--- src/rtl/yazmac_obegi_skor.sv ---
// Register file with a busy scoreboard for operand stall detection.
// Optional same-cycle write-back forwarding is enabled by defining YAZMAC_BYPASS_EN.
module yazmac_obegi_skor #(
   parameter int VERI_BIT    = 32,
   parameter int YAZMAC_SAYI = 32
) (
   input  logic                clk_i,
   input  logic                rst_i,
   input  logic [4:0]          cyo_yaz_adres_i,
   input  logic [VERI_BIT-1:0] cyo_yaz_deger_i,
   input  logic                cyo_yaz_yazmac_i,
   input  logic [4:0]          coz_rs1_adres_i,
   input  logic [4:0]          coz_rs2_adres_i,
   output logic [VERI_BIT-1:0] coz_rs1_deger_o,
   output logic [VERI_BIT-1:0] coz_rs2_deger_o,
   input  logic                coz_rezerve_i,
   input  logic [4:0]          coz_rd_adres_i,
   input  logic                coz_temizle_i,
   output logic                coz_dur_o
);

   logic [VERI_BIT-1:0] yazmac_q [YAZMAC_SAYI];
   logic [31:0]         mesgul_q;
   logic [31:0]         mesgul_d;

   logic                yaz_gecerli;
   logic [31:0]         atla_maske;
   logic [31:0]         mesgul_etkin;
   logic [31:0]         sil_maske;
   logic [31:0]         ayir_maske;
   logic [VERI_BIT-1:0] rs1_deger;
   logic [VERI_BIT-1:0] rs2_deger;
   logic                dur;

   // Write qualification, forwarding mask and effective busy view
   always_comb begin
      yaz_gecerli = cyo_yaz_yazmac_i && (cyo_yaz_adres_i != 5'd0);
      atla_maske  = 32'd0;
`ifdef YAZMAC_BYPASS_EN
      atla_maske  = yaz_gecerli ? (32'd1 << cyo_yaz_adres_i) : 32'd0;
`endif
      mesgul_etkin = mesgul_q & ~atla_maske;
   end

   // Combinational read ports, forced to zero while in reset
   always_comb begin
      rs1_deger = '0;
      rs2_deger = '0;
      if (!rst_i || coz_rs1_adres_i == 5'd0) begin
         rs1_deger = '0;
`ifdef YAZMAC_BYPASS_EN
      end else if (yaz_gecerli && coz_rs1_adres_i == cyo_yaz_adres_i) begin
         rs1_deger = cyo_yaz_deger_i;
`endif
      end else if (int'(coz_rs1_adres_i) < YAZMAC_SAYI) begin
         rs1_deger = yazmac_q[coz_rs1_adres_i];
      end else begin
         rs1_deger = '0;
      end
      if (!rst_i || coz_rs2_adres_i == 5'd0) begin
         rs2_deger = '0;
`ifdef YAZMAC_BYPASS_EN
      end else if (yaz_gecerli && coz_rs2_adres_i == cyo_yaz_adres_i) begin
         rs2_deger = cyo_yaz_deger_i;
`endif
      end else if (int'(coz_rs2_adres_i) < YAZMAC_SAYI) begin
         rs2_deger = yazmac_q[coz_rs2_adres_i];
      end else begin
         rs2_deger = '0;
      end
   end

   // Stall detection and next busy vector; a new reservation beats a same-cycle clear, flush beats both
   always_comb begin
      dur = rst_i &&
            ((mesgul_etkin[coz_rs1_adres_i] && (coz_rs1_adres_i != 5'd0)) ||
             (mesgul_etkin[coz_rs2_adres_i] && (coz_rs2_adres_i != 5'd0)));
      sil_maske  = cyo_yaz_yazmac_i ? (32'd1 << cyo_yaz_adres_i) : 32'd0;
      ayir_maske = (coz_rezerve_i && !dur && (coz_rd_adres_i != 5'd0))
                   ? (32'd1 << coz_rd_adres_i) : 32'd0;
      mesgul_d   = coz_temizle_i ? 32'd0
                   : (((mesgul_q & ~sil_maske) | ayir_maske) & ~32'd1);
   end

   // Busy vector register
   always_ff @(posedge clk_i) begin
      if (!rst_i) begin
         mesgul_q <= 32'd0;
      end else begin
         mesgul_q <= mesgul_d;
      end
   end

   // Register storage; entry 0 is never written
   always_ff @(posedge clk_i) begin
      for (int i = 0; i < YAZMAC_SAYI; i++) begin
         if (!rst_i) begin
            yazmac_q[i] <= '0;
         end else if (yaz_gecerli && int'(cyo_yaz_adres_i) == i) begin
            yazmac_q[i] <= cyo_yaz_deger_i;
         end
      end
   end

   assign coz_rs1_deger_o = rs1_deger;
   assign coz_rs2_deger_o = rs2_deger;
   assign coz_dur_o       = dur;

endmodule

--- config.mk ---
export PLATFORM = sky130hd
export DESIGN_NAME = yazmac_obegi_skor
export DESIGN_NICKNAME = d
export VERILOG_FILES = /design/src/rtl/yazmac_obegi_skor.sv
export SDC_FILE = /design/constraint.sdc
export NUM_CORES = 2
export LEC_CHECK = 0
export BUFFER_PORTS_ARGS = -buffer_cell sky130_fd_sc_hd__buf_2
export CORE_ASPECT_RATIO = 2
export CORE_MARGIN = 4
export CORE_UTILIZATION = 35
export CTS_CLUSTER_DIAMETER = 60
export DETAILED_ROUTE_END_ITERATION = 8
export GPL_ROUTABILITY_DRIVEN = 0
export PLACE_DENSITY_LB_ADDON = 0.15
export SYNTH_ARGS = -nofsm -noshare
export SYNTH_HDL_FRONTEND = slang
export SYNTH_SLANG_ARGS = --single-unit
--- constraint.sdc ---
create_clock -name clk_i -period 5.7 [get_ports clk_i]
set_input_delay 0.285 -clock clk_i [delete_from_list [all_inputs] [get_ports clk_i]]
set_output_delay 0.285 -clock clk_i [all_outputs]
set_load 0.01 [all_outputs]
Yosys cells after proc, flatten, opt, wreduce, memory -nomap -nowiden --
Memories as Yosys holds them, arrays and structs flattened. Cells that the tools add are included.
Operators by class: magnitude comparators 2, eq/ne operators 31, shift-type cells 2, multiplexer cells 137, bitwise logic cells 36, reductions and logical operators 51
Operators with widths (number):
- $mux 32 | 36
- $mux 1 | 99
- $eq 5x5->1 const B | 16
- $shl 1x5->32 const A | 2
- $eq 5x4->1 const B | 8
- $logic_and 1x1->1 | 38
- $and 32x32->32 | 1
- $not 32->32 | 1
- $or 1x1->1 | 32
- $or 32x32->32 | 1
- $eq 5x3->1 const B | 4
- $reduce_bool 5->1 | 4
- $logic_not 5->1 | 3
- $lt 5x6->1 const B | 2
- $bmux 1 s5 | 2
- $eq 5x2->1 const B | 2
- $eq 5x1->1 const B | 1
- $logic_or 1x1->1 | 3
- $logic_not 1->1 | 2
- $reduce_or 2->1 | 1
- $not 1->1 | 1
Word-level totals: register bits 32, memory bits (writable) 1024, input bits 57, output and inout port bits 65, word-level logic and storage cells 262, memories kept 1
Memories:
- yazmac_q | depth 32, bits a word 32, read ports 2, clocked after memory_dff 0, write ports 32, line 22 | logic [VERI_BIT-1:0] yazmac_q [YAZMAC_SAYI];

Longest topological paths before layout --
depth after elaboration 10, gate-level depth with buffers 9, depth with buffers taken out 5

Worst setup path after synthesis --
OpenSTA, ideal clock, no wires.
path kind input -> register, start point input port rst_i, end point memory yazmac_q[10][10] (data pin), library setup time 255 ps, arrival time 2294 ps, required time 5445 ps, setup slack 3152 ps, stages on the path 6, buffers on the path 3, cells stage by stage clkbuf_1 inv_1 clkbuf_1 nor2_1 clkbuf_1 and2_1
RTL lines:
- from (decl) | line 8 | input logic rst_i,
- to (decl) | line 22

Worst setup path in the final report --
start point input port coz_rs1_adres_i[1], end point output port coz_rs1_deger_o[20]
On the way: word-level cells in the longest chain between the ends 3, elaborated cells between the ends (all ways) 4, those cells by class 1 x mux; 2 x reduce/logical; 1 x memory
Ends and longest elaborated chain:
- from (decl) | line 12 | input logic [4:0] coz_rs1_adres_i,
- branches (longest 2 deep; another with $mem_v2 32x32)
- $mux 32 (*) | line 49 | if (!rst_i || coz_rs1_adres_i == 5'd0) begin
- to (decl) | line 14 | output logic [VERI_BIT-1:0] coz_rs1_deger_o,
Every way passes the cells marked *.

==> flow_metrics.py <==
metrics = {
    "outcome": {
        "status": "finished, final reports clean",
    },
    "layout": {
        "syn2layout_area_growth_pct": 10.5,
        "nets": 3630,
        "nFillCells": 14900,
        "utilization_pct": 38.9,
        "fin_cells": 5787,
        "layout-drive-gt1-share_pct": 28.4,
        "final_area_sq_mm": 0.0631,
    },
    "hold_path": {
        "min_from": "coz_rd_adres_i[2]",
        "hold_path_end": "mesgul_etkin[23]",
        "hold_path_depth": 4,
        "hp-class": "input port to register",
    },
    "floorplan": {
        "ioPinCount": 122,
        "coreArea_sq_mm": 0.162,
        "die_y_um": 579,
        "initial_core_util_pct": 35.2,
        "dieArea_sq_mm": 0.170,
        "die_w_um": 294,
        "rows": 209,
    },
    "placement": {
        "hpwlAfterDp_mm": 119,
        "dp_slack_ns": 2.04,
        "place_inst": 5576,
        "port_buffers": 121,
        "dpl_cell_area_sq_mm": 0.0599,
    },
    "yosys": {
        "synthFlopType": "edfxtp_1",
        "ys_warn_count": 0,
        "synth.distinct_cells": 41,
        "syn_avg_cell_area_sq_um": 15.9,
        "yosys-top-cells-count": "1024 x edfxtp_1, 996 x and2_1, 583 x mux4_2, 267 x mux2i_1, 248 x clkbuf_1",
        "yosys.area.top_type": "edfxtp_1",
        "seq_area_frac_synth_pct": 54.9,
        "synth.most_common_cell": "edfxtp_1",
        "synth_seq_cells": 1055,
        "synth_top_cell_area_share_pct": 53.9,
        "async_reset_ff_share_pct": 0,
        "synth_edf_count": 1024,
        "netlist_area_sq_mm": 0.0571,
        "synth_area_leaders": "edfxtp_1 54%, mux4_2 23%, and2_1 11%, mux2i_1 4.7%, clkbuf_1 1.6%",
        "synthCells": 3601,
    },
    "sta": {
        "setup_violations": 0,
        "worst_slew_pin_slew_ns": 1.23,
        "max_slew_margin_pct": 17.6,
        "hold_ws_ns": 0.0363,
        "fin_skew_ns": 0.00565,
        "fin_ws_ns": 2.04,
        "slew_violations": 0,
        "rsz0062_at_grt": "false",
        "setup-tns-final_ns": 0,
        "fmax_mhz": 274,
        "min_period_over_period_pct": 64.1,
        "final-hold-violation-count": 0,
        "period_needed_ns": 3.66,
    },
    "drt": {
        "post_drt_via_cell_ratio": 5.88,
        "wire_per_inst_um": 37.2,
        "drtIter0Drc": 3450,
        "drc": 0,
        "dr.pass1.iters": 5,
        "vias": 34000,
        "wl_mm": 215,
        "ant_nets": 0,
    },
    "worst_setup_path": {
        "cpPeakStageDelay_ns": 0.82,
        "rr_endpoint": "mesgul_etkin[31]",
        "crit_fanout": 73,
        "critPathKind": "input port to output port",
        "cp.arrival_ns": 3.37,
        "endpoint_kind": "output port",
        "crit_required_ns": 5.41,
        "rr_worst_depth": 6,
        "reg2reg_slack_ns": 3.48,
        "slowest_stage": "buf_4",
        "cp-start-kind": "input port",
        "cpMostUsedCell": "mux4_2",
        "rr_startpoint": "mesgul_etkin[11]",
        "crit_path_cell_trace": "clkbuf_8 -> buf_4 -> mux4_2 -> mux2i_1 -> mux4_2 -> nor2_1 -> buf_2",
    },
    "grt": {
        "antenna_found_initial": 34,
        "grt_pass1_wl_mm": 294,
        "grt_pass1_vias": 36200,
        "grt_max_degree": 74,
        "grt_overflow_total": 0,
        "grt.total_usage_pct": 25.2,
    },
    "power_and_ir_drop": {
        "power_density_mw_per_mm2": 287,
        "p_leak_nw": 21.7,
        "ir_worst_vdd_v": 0.000240,
        "power.total_mw": 18.1,
    },
    "cts": {
        "post_cts_resized": 0,
        "clock_sinks": 1055,
        "clockRootBuffer": "clkbuf_16",
        "htreeDepth": 3,
        "clock_latency_ns": 0.71,
        "path_clk_slew_ns": 0.06,
        "cts_tree": "built",
        "clk_path_buf_depth": 3,
        "cts_buffers": 101,
    },
    "job": {
        "max_cap_violations": 0,
    },
}
logic make-up after synthesis:
logic type,Yosys count,share of synthesized area [%]
AND/OR/NAND/NOR,1264,12.9
flip-flops,1055,54.9
multiplexers,856,27.9
buffers and inverters,385,3.35
AO/OA/AOI/OAI,40,0.844
other,1,0.00657
power breakdown:
group	internal (mW)	switching, mW
clock network	3.44	3.15
registers	8.93	0.204
logic	0.988	1.37
total	13.4	4.72
layout by cell type, fill, tap and decap left out, types with 31 or more instances in the layout:
cell	synthesis	routed
edfxtp_1	1024	1024
and2_1	996	996
mux4_2	583	583
mux2i_1	267	267
buf_2	60	111
clkbuf_16	0	101
buf_4	36	82
nor2_1	105	74
nand2_1	83	52
nand3_1	48	48
conb_1	1	32
nor2_4	0	31
dfxtp_1	31	31
layer usage:
metal	up-vias	wire length, um	GRT usage (%)
li1	13700	-	-
met3	441	12800	3.39
met1	18300	77700	29.7
met5	-	42	0
met2	1503	113000	45.4
met4	8	11000	11.9
critical path: cells and delay by family:
family	cells	cell delay (ns)
simple gates	1	0.37
buf+inv	3	1.57
mux	3	0.93
state kept, by name, summed over array words and instances, names as in the netlist:
register	count
mesgul_etkin	31
yazmac_q	1024
how the worst max path moves through the flow:
stage / cells past startpoint / startpoint / to / slack (ns)
global route: 7 / coz_rs1_adres_i[1] / coz_rs1_deger_o[20] / 1.91
CTS: 7 / coz_rs1_adres_i[1] / coz_rs1_deger_o[20] / 2.05
finish: 7 / coz_rs1_adres_i[1] / coz_rs1_deger_o[20] / 2.04
global placement: 7 / coz_rs1_adres_i[1] / coz_rs1_deger_o[20] / 2.04
floorplan: 6 / rst_i / yazmac_q[10][10] / 3.15
detailed placement: 7 / coz_rs1_adres_i[1] / coz_rs1_deger_o[20] / 2.04
final cells by class:
| type | instances | area [sq um] | area share (%) |
|---|---|---|---|
| tap | 2110 | 2640 | 4.18 |
| timing repair buffer | 220 | 1640 | 2.60 |
| clock buffer | 118 | 2590 | 4.11 |
| antenna | 25 | 62.6 | 0.0992 |
| clock inverter | 64 | 465 | 0.738 |
| inverter | 3 | 21.3 | 0.0337 |
| multi-input combinational | 2192 | 24300 | 38.5 |
| sequential | 1055 | 31400 | 49.7 |
timing repair:
item,in CTS,in global routing
endpoints found under the hold margin,4,0
buffers inserted,0,0
hold buffers,4,0
(Power assumes the default switching activity.)
